**src/rtl/alu_mode_ctrl.sv**
```systemverilog
// alu_mode_ctrl: debounced pushbuttons step the ALU mode (a) and operation (b); also a free-running cycle counter
module alu_mode_ctrl #(
    parameter int DEBOUNCE_CYCLES = 500000,
    parameter int CNT_WIDTH = 32
) (
    input  logic                 MAX10_CLK1_50,
    input  logic                 rst,
    input  logic [1:0]           KEY,
    output logic [1:0]           a,
    output logic [1:0]           b,
    output logic [CNT_WIDTH-1:0] clk_cnt,
    output logic                 sel_changed
);
    localparam logic [1:0] ARITH = 2'd0;
    localparam logic [1:0] LOGIC = 2'd1;
    localparam logic [1:0] COMP  = 2'd2;
    localparam logic [1:0] MAGIC = 2'd3;
    localparam logic [19:0] DB_LAST = 20'(DEBOUNCE_CYCLES - 1);

    logic [1:0]  s1, s2, stable, stable_d, press;
    logic [19:0] cnt [2];
    logic [1:0]  next_mode;

    always_comb
        next_mode = (a == ARITH) ? LOGIC : (a == LOGIC) ? COMP : (a == COMP) ? MAGIC : ARITH;

    always_ff @(posedge MAX10_CLK1_50) begin
        if (rst) begin
            s1       <= 2'b11;
            s2       <= 2'b11;
            stable   <= 2'b11;
            stable_d <= 2'b11;
            press    <= 2'b00;
            cnt[0]   <= '0;
            cnt[1]   <= '0;
        end else begin
            s1       <= KEY;
            s2       <= s1;
            stable_d <= stable;
            press    <= stable_d & ~stable;
            // any cycle matching the stable level restarts the count
            for (int i = 0; i < 2; i++) begin
                if (s2[i] == stable[i])
                    cnt[i] <= '0;
                else if (cnt[i] == DB_LAST) begin
                    stable[i] <= s2[i];
                    cnt[i]    <= '0;
                end else
                    cnt[i] <= cnt[i] + 20'd1;
            end
        end
    end

    always_ff @(posedge MAX10_CLK1_50) begin
        if (rst) begin
            a           <= ARITH;
            b           <= 2'd0;
            clk_cnt     <= '0;
            sel_changed <= 1'b0;
        end else begin
            clk_cnt     <= clk_cnt + CNT_WIDTH'(1);
            sel_changed <= |press;
            // a mode step overrides a simultaneous operation step
            if (press[1]) begin
                a <= next_mode;
                b <= 2'd0;
            end else if (press[0])
                b <= b + 2'd1;
        end
    end
endmodule
```
**config.mk**
```make
export PLATFORM = sky130hd
export DESIGN_NAME = alu_mode_ctrl
export DESIGN_NICKNAME = d
export VERILOG_FILES = /design/src/rtl/alu_mode_ctrl.sv
export SDC_FILE = /design/constraint.sdc
export NUM_CORES = 1
export LEC_CHECK = 0
export BUFFER_PORTS_ARGS = -buffer_cell sky130_fd_sc_hd__buf_2
export CORE_AREA = 2 2 95 97
export DETAILED_ROUTE_END_ITERATION = 10
export DIE_AREA = 0 0 97 99
export PLACE_DENSITY_LB_ADDON = 0.12
export SYNTH_ARGS = -nofsm -noshare
export SYNTH_HDL_FRONTEND = slang
export SYNTH_SLANG_ARGS = --single-unit
```
**constraint.sdc**
```tcl
create_clock -name MAX10_CLK1_50 -period 6.3 [get_ports MAX10_CLK1_50]
set_input_delay 0.63 -clock MAX10_CLK1_50 [delete_from_list [all_inputs] [get_ports MAX10_CLK1_50]]
set_output_delay 0.63 -clock MAX10_CLK1_50 [all_outputs]
set_load 0.05 [all_outputs]
```
==> results of run 1 <==
-- worst register-to-register path: cells and delay by family (launching register included) --
| family | cells | cell delay [ns] |
|---|---|---|
| simple gates | 3 | 0.70 |
| compound gates | 1 | 0.98 |
| flops | 1 | 0.47 |
-- power by group --
group	switching [mW]	leakage [nW]	internal (mW)
logic	0.0258	0.774	0.0139
registers	0.0166	0.793	0.603
clock network	0.199	0.112	0.220
total	0.241	1.68	0.837
-- metrics by stage --
step                      utilization  setup slack (ns)  hold WS [ns]
final                           0.564              3.86         0.423
after global routing            0.564              3.64         0.439
after CTS                       0.564              3.80         0.421
after detailed placement        0.538              3.71         0.402
after global placement          0.538              3.77         0.402
after floorplan                     -              3.87         0.389
-- kinds of logic after synthesis --
| logic type | Yosys count | synth area share |
|---|---|---|
| other | 1 | 0.000895 |
| and+or+nand+nor | 211 | 0.266 |
| DFF | 87 | 0.511 |
| adders and majority gates | 5 | 0.0149 |
| buffers and inverters | 34 | 0.0329 |
| xor gates and xnor gates | 41 | 0.0857 |
| muxes | 3 | 0.00717 |
| AOI/OAI and AO/OA | 59 | 0.0809 |
-- placed cells by master, fill, tap and decap left out, types with 2 or more instances in the layout --
cell type / count
nor2_1: 64
dfxtp_1: 47
edfxtp_1: 40
conb_1: 40
buf_2: 40
xnor2_1: 31
a21oi_1: 28
nand3_1: 27
nand2_1: 23
inv_1: 17
nor3_1: 16
nand4_1: 15
or4_1: 15
o21ai_0: 13
o31ai_1: 12
nor4_1: 11
xor2_1: 10
clkbuf_8: 10
or3_1: 7
and4_1: 6
or2_2: 6
ha_1: 5
and3_1: 4
mux2i_1: 3
and2_1: 3
nand2b_1: 2
nor4bb_1: 2
o21ai_1: 2
a31o_2: 2
nand3b_1: 2
or3_2: 2
-- routing by layer --
metal / vias to the layer above / part of all wire
met5: - / 0
met4: 0 / 0.015
met3: 9 / 0.035
met2: 44 / 0.47
met1: 1565 / 0.48
li1: 1704 / -
-- worst paths after layout --
check                  start    endpoint  slack [ns]
hold / removal         s1[0]       s2[0]        0.42
setup reg to reg  cnt[1][12]  cnt[1][12]        3.86
hold reg to reg        s1[0]       s2[0]        0.42
setup / recovery  cnt[1][12]  cnt[1][12]        3.86
-- area by class of cell --
cell class / instances / area [sq um]
Fill cell: 755 / 3730
Sequential cell: 87 / 2140
Multi-Input combinational cell: 359 / 2060
Timing Repair Buffer: 41 / 208
Clock buffer: 12 / 166
Tap cell: 108 / 135
Inverter: 17 / 63.8
Clock inverter: 4 / 50.0
-- state kept, by name, summed over array words and instances, names as in the netlist --
| signal | count |
|---|---|
| a | 2 |
| b | 2 |
| clk_cnt | 32 |
| cnt | 40 |
| press | 2 |
| s1 | 2 |
| s2 | 2 |
| sel_changed | 1 |
| stable | 2 |
| stable_d | 2 |
==> summary.txt, run 1 <==
Global routing
  • Antenna violations before repair: 0
  • Met1 global-route usage: 0.215
  • Gr usage total: 0.169
  • Vias in the first global route: ~3100
  • GRT overflow: 0
  • First-pass GRT wire length: between 10000 and 15000 um
  • Met3 Track Usage GR: 0.0362
  • Most Used Layer, Global Route: met2
  • Largest net degree at the start of global routing: 50
  • GRT met2 Usage: 0.284

Power
  • Power per cell area: roughly 220 nW/um^2
  • Leak Pwr: 1.68 nW
  • Total power: around 1.1 mW
  • Peak VDD IR: roughly 0.11 mV

Synthesis
  • Cell variety after synth: just over 40
  • Ys Warns: 0
  • Sequential area share after synthesis: 0.511
  • Area leader, netlist: edfxtp_1
  • Most instantiated cells after synthesis: nor2_1 (64), dfxtp_1 (47), edfxtp_1 (40), xnor2_1 (31), a21oi_1 (28)
  • Mapped Cells: approximately 440
  • Top cell type's share of synthesized area: 0.287
  • Top FF cell, synth: dfxtp_1
  • Fraction of registers with async set or reset after synthesis: 0
  • Post-synth EDFFs: 40
  • Synth area leaders: edfxtp_1 (29%), dfxtp_1 (22%), xnor2_1 (6.5%), nor2_1 (5.7%), a21oi_1 (3.3%)
  • Syn_area_per_cell: between 9 and 10 sq um
  • Mapped cell area: between 4000 and 5000 sq um
  • Top-count cell post-synth: nor2_1
  • Post-synthesis register bit count: between 80 and 90

Clocking
  • Clk buf depth: 2
  • # H-tree levels: 3
  • CTS resizes: 0
  • CTS tree: yes
  • Postcts setup bufs: 0
  • Worst-path clk slew: roughly 0.080 ns
  • Num CTS Buffers: 9
  • Clock sinks: 87
  • Clock Tree Root: clkbuf_8
  • Cts hold-fix bufs: 0
  • Worst skew pair latency: between 0.3 and 0.4 ns

STA
  • Clock skew: 0.00960 ns
  • Fin crit share: 0.387
  • Slew headroom: 0.175
  • Slew @ Worst Pin: around 1.2 ns
  • Final setup TNS: 0 ns
  • Finish-stage setup viols: 0
  • Fin. Hold Viols: 0
  • Final worst path period need: about 2.4 ns
  • RSZ-0062 raised after global routing: false
  • Max Freq: between 400 and 500 MHz
  • Pins over their slew limit: 0

Setup path
  • Startpoint types: flip-flop
  • Worst Setup End Kind: flip-flop
  • CP Cell Sequence: nor4b_1, nand3_1, o21ai_1, nor2_1
  • CP top delay family: compound AO/OA/AOI/OAI gates
  • Crit path buf inv count: 0
  • Worst R2R Path Depth: 4
  • Critical path class: reg2reg
  • Critical path depth: 4
  • Data required time of the worst path: ~6.4 ns
  • CP arrival: between 2 and 2.5 ns
  • Crit-path max cell delay: 0.98 ns
  • Crit-path slowest cell: o21ai_1
  • CP Max Fanout: 17

Cells and area
  • Fin area: about 4800 sq um
  • Nets: between 500 and 600
  • Diodes inserted: 0
  • Area Overhead vs Synth: 15.1%
  • Share of cells above drive strength 1: 0.131
  • Finished Layout Cells: between 600 and 700

Place
  • Port bufs: 40
  • Placed Instances: ~610
  • Dpl cell area: 4600 sq um
  • DP HPWL: about 5600 um
  • Placer Congestion: approximately 0.8

Floorplan
  • Starting density of the core: 0.490
  • Row cnt: 34
  • Die Area: ~9600 sq um
  • Core area: roughly 8600 sq um
  • Boundary pin count: 41
  • Chip Height: between 90 and 100 um
  • Die W: 97 um

Routing
  • Post-route DRC: 0
  • Vias per cell: between 5 and 6
  • Routed wire length: 7930 um
  • Initial DRC Count: approximately 110
  • Final ANT Viol Nets: 0
  • Vias: 3322
  • Initial DRT Pass Iterations: 4
  • DR WL/cell: 12.6 um

Job
  • Max_cap viols: 0

Worst hold path
  • Min-delay worst type: reg2reg
  • Min-Delay Path Depth: 1

Status
  • Status: finished clean
Power figures use the tool's default switching activity.
==> run 2, diff against run 1 <==
--- a/config.mk
+++ b/config.mk
@@ -5,10 +5,11 @@
 export SDC_FILE = /design/constraint.sdc
 export NUM_CORES = 1
 export LEC_CHECK = 0
+export ABC_AREA = 1
 export BUFFER_PORTS_ARGS = -buffer_cell sky130_fd_sc_hd__buf_2
-export CORE_AREA = 2 2 95 97
+export CORE_AREA = 2 2 99 101
 export DETAILED_ROUTE_END_ITERATION = 10
-export DIE_AREA = 0 0 97 99
+export DIE_AREA = 0 0 101 103
 export PLACE_DENSITY_LB_ADDON = 0.12
 export SYNTH_ARGS = -nofsm -noshare
 export SYNTH_HDL_FRONTEND = slang
==> constraint.sdc (replaced) <==
create_clock -name MAX10_CLK1_50 -period 2.1 [get_ports MAX10_CLK1_50]
set_input_delay 0.21 -clock MAX10_CLK1_50 [delete_from_list [all_inputs] [get_ports MAX10_CLK1_50]]
set_output_delay 0.21 -clock MAX10_CLK1_50 [all_outputs]
set_load 0.05 [all_outputs]
==> summary.txt, run 2 <==
Clocking
  • CTS tree: yes
  • # H-tree levels: 3 (unchanged)
  • Worst skew pair latency: 0.36 ns (about the same)
  • Clk buf depth: 2 (unchanged)
  • Cts hold-fix bufs: 0 (unchanged)
  • Worst-path clk slew: 0.09 ns (about the same)
  • CTS resizes: 0 (unchanged)
  • Clock sinks: 87 (unchanged)
  • Clock Tree Root: clkbuf_8
  • Num CTS Buffers: 9 (unchanged)
  • Postcts setup bufs: 0 (unchanged)

Job
  • Max_cap viols: 0 (unchanged)

Synthesis
  • Mapped Cells: 612 (+39%)
  • Mapped cell area: 4570 sq um (+9.0%)
  • Sequential area share after synthesis: 0.469 (-0.0423)
  • Ys Warns: 0 (unchanged)
  • Fraction of registers with async set or reset after synthesis: 0 (unchanged)
  • Most instantiated cells after synthesis: nand2_1 (161), nor2_1 (139), inv_1 (60), dfxtp_1 (47), edfxtp_1 (40)
  • Top-count cell post-synth: nand2_1
  • Post-synth EDFFs: 40 (unchanged)
  • Synth area leaders: edfxtp_1 (26%), dfxtp_1 (21%), nand2_1 (13%), nor2_1 (11%), inv_1 (4.9%)
  • Cell variety after synth: 30 (-27%)
  • Syn_area_per_cell: 7.46 sq um (-21%)
  • Top FF cell, synth: dfxtp_1
  • Top cell type's share of synthesized area: 0.263 (-0.0237)
  • Post-synthesis register bit count: 87 (unchanged)
  • Area leader, netlist: edfxtp_1

Global routing
  • Most Used Layer, Global Route: met2
  • GRT overflow: 0 (unchanged)
  • GRT met2 Usage: 0.324 (+0.0399)
  • Met3 Track Usage GR: 0.0312 (-0.00498)
  • Gr usage total: 0.188 (+0.0190)
  • Met1 global-route usage: 0.237 (+0.0214)
  • Antenna violations before repair: 0 (unchanged)
  • First-pass GRT wire length: 15500 um (+14%)
  • Largest net degree at the start of global routing: 26 (-48%)
  • Vias in the first global route: 3563 (+13%)

Status
  • Status: finished clean

Setup path
  • Critical path class: reg2reg
  • CP Cell Sequence: ha_1, nand3_2, nor3_2, nand3_2, nand2_4, nor2_1
  • Worst R2R Path Depth: 6 (+2)
  • Reg2Reg Launch Point: cnt[1][0]
  • CP Capture Point: cnt[1][8]
  • Crit path buf inv count: 0 (unchanged)
  • Reg2reg end: cnt[1][8]
  • Startpoint types: flip-flop
  • Worst Setup SP: cnt[1][0]
  • CP top delay family: simple AND/OR/NAND/NOR gates
  • CP Max Fanout: 19 (+2)
  • Crit-path slowest cell: edfxtp_1
  • Critical path depth: 6 (+2)
  • Reg2reg setup slack: 0.39 ns (-3.47 ns)
  • Crit-path max cell delay: 0.43 ns (-0.55 ns)
  • CP arrival: 1.82 ns (-0.67 ns)
  • Data required time of the worst path: 2.21 ns (-4.14 ns)
  • Worst Setup End Kind: flip-flop
  • Crit-path most repeated cell: nand3_2

Cells and area
  • Commonest cells after routing, fill and taps aside: nand2_1 (161), nor2_1 (139), inv_1 (60)
  • Fin area: 5200 sq um (+7.9%)
  • Diodes inserted: 0 (unchanged)
  • Most common cell after layout, fill and taps aside: nand2_1
  • Finished Layout Cells: 816 (+30%)
  • Area Overhead vs Synth: 13.9%
  • Register name with the most flops: cnt
  • Top flop regs: cnt x40, clk_cnt x32
  • Share of cells above drive strength 1: 0.115 (-0.0154)
  • Max reg flops: 40 (unchanged)
  • Fill cells: 936 (+24%)
  • Nets: 706 (+35%)

Routing
  • Routed wire length: 9330 um (+18%)
  • Final ANT Viol Nets: 0 (unchanged)
  • Post-route DRC: 0 (unchanged)
  • Initial DRT Pass Iterations: 4 (unchanged)
  • Vias per cell: 4.79 (-9.5%)
  • DR WL/cell: 11.4 um (-9.4%)
  • Initial DRC Count: 167 (+56%)
  • Vias: 3907 (+18%)

STA
  • Fin. Hold Viols: 0 (unchanged)
  • Pins over their slew limit: 0 (unchanged)
  • RSZ-0062 raised after global routing: false
  • Fin crit share: 0.814 (+0.427)
  • Final setup TNS: 0 ns (unchanged)
  • Final worst path period need: 1.71 ns (-0.730 ns)
  • Finish-stage setup viols: 0 (unchanged)
  • Clock skew: 0.00970 ns (+0.000102 ns)
  • Max Freq: 585 MHz (+43%)

Place
  • Port bufs: 40 (unchanged)
  • Placer Congestion: 0.842 (+5.6%)
  • DP HPWL: 6940 um (+24%)
  • Placed Instances: 800 (+31%)
  • Dpl cell area: 5040 sq um (+9.4%)

Floorplan
  • Chip Height: 103 um (+4.0%)
  • Core area: 9460 sq um (+11%)
  • Boundary pin count: 41 (unchanged)
  • Die Area: 10400 sq um (+8.3%)
  • Starting density of the core: 0.483 (-0.00710)
  • Row cnt: 36 (+5.9%)
  • Die W: 101 um (+4.1%)

Power
  • Peak VDD IR: 0.333 mV (+190%)
  • Power per cell area: 581 nW/um^2 (+160%)
  • Leak Pwr: 2.06 nW (+23%)

Worst hold path
  • Min-delay worst type: in2reg
run 2: cells by family after synthesis:
logic type | synth area share
buffers and inverters | 0.0586
AO/OA/AOI/OAI | 0.0521
AND/OR/NAND/NOR | 0.352
XOR/XNOR | 0.0537
other | 0.000821
flip-flops | 0.469
adder cells (fa/ha/maj) | 0.0137
run 2: per-layer routing:
metal  share of wire  wire, um
met1            0.47      4400
met3           0.035       330
met4           0.015       139
met5               0         0
met2            0.48      4460
run 2: final cells by class:
cell class	count	area, sq um	share of cell area
clock buffer	9	124	0.0238
clock inverter	7	40.0	0.00770
inverter	60	225	0.0433
multi-input combinational	496	2300	0.443
sequential	87	2140	0.412
tap	114	143	0.0274
timing repair buffer	43	223	0.0428
run 2: how the worst min path moves through the flow:
stage | start | to | slack, ns | cells past startpoint
2_1_floorplan | KEY[0] | s1[0] | 0.31 | 1
3_3_place_gp | s1[0] | s2[0] | 0.39 | 1
3_5_place_dp | s1[0] | s2[0] | 0.40 | 1
4_1_cts | KEY[0] | s1[0] | 0.03 | 2
5_1_grt | KEY[0] | s1[0] | 0.03 | 2
6_report | KEY[0] | s1[0] | 0.04 | 2
run 2: through the flow:
stage / hold WS [ns] / util / worst slack, ns / total power [mW]
finish: 0.0373 / 0.550 / 0.391 / 3.02
global route: 0.0307 / 0.550 / 0.254 / 3.14
CTS: 0.0296 / 0.550 / 0.363 / 3.06
detailed placement: 0.401 / 0.532 / 0.393 / 2.03
global placement: 0.394 / 0.532 / 0.463 / 2.03
floorplan: 0.314 / - / 0.366 / 1.99
run 2: where the power goes:
group          total [mW]  switching, mW  internal [mW]
sequential           1.85         0.0434           1.81
clock                1.03          0.610          0.420
combinational       0.138         0.0940         0.0441
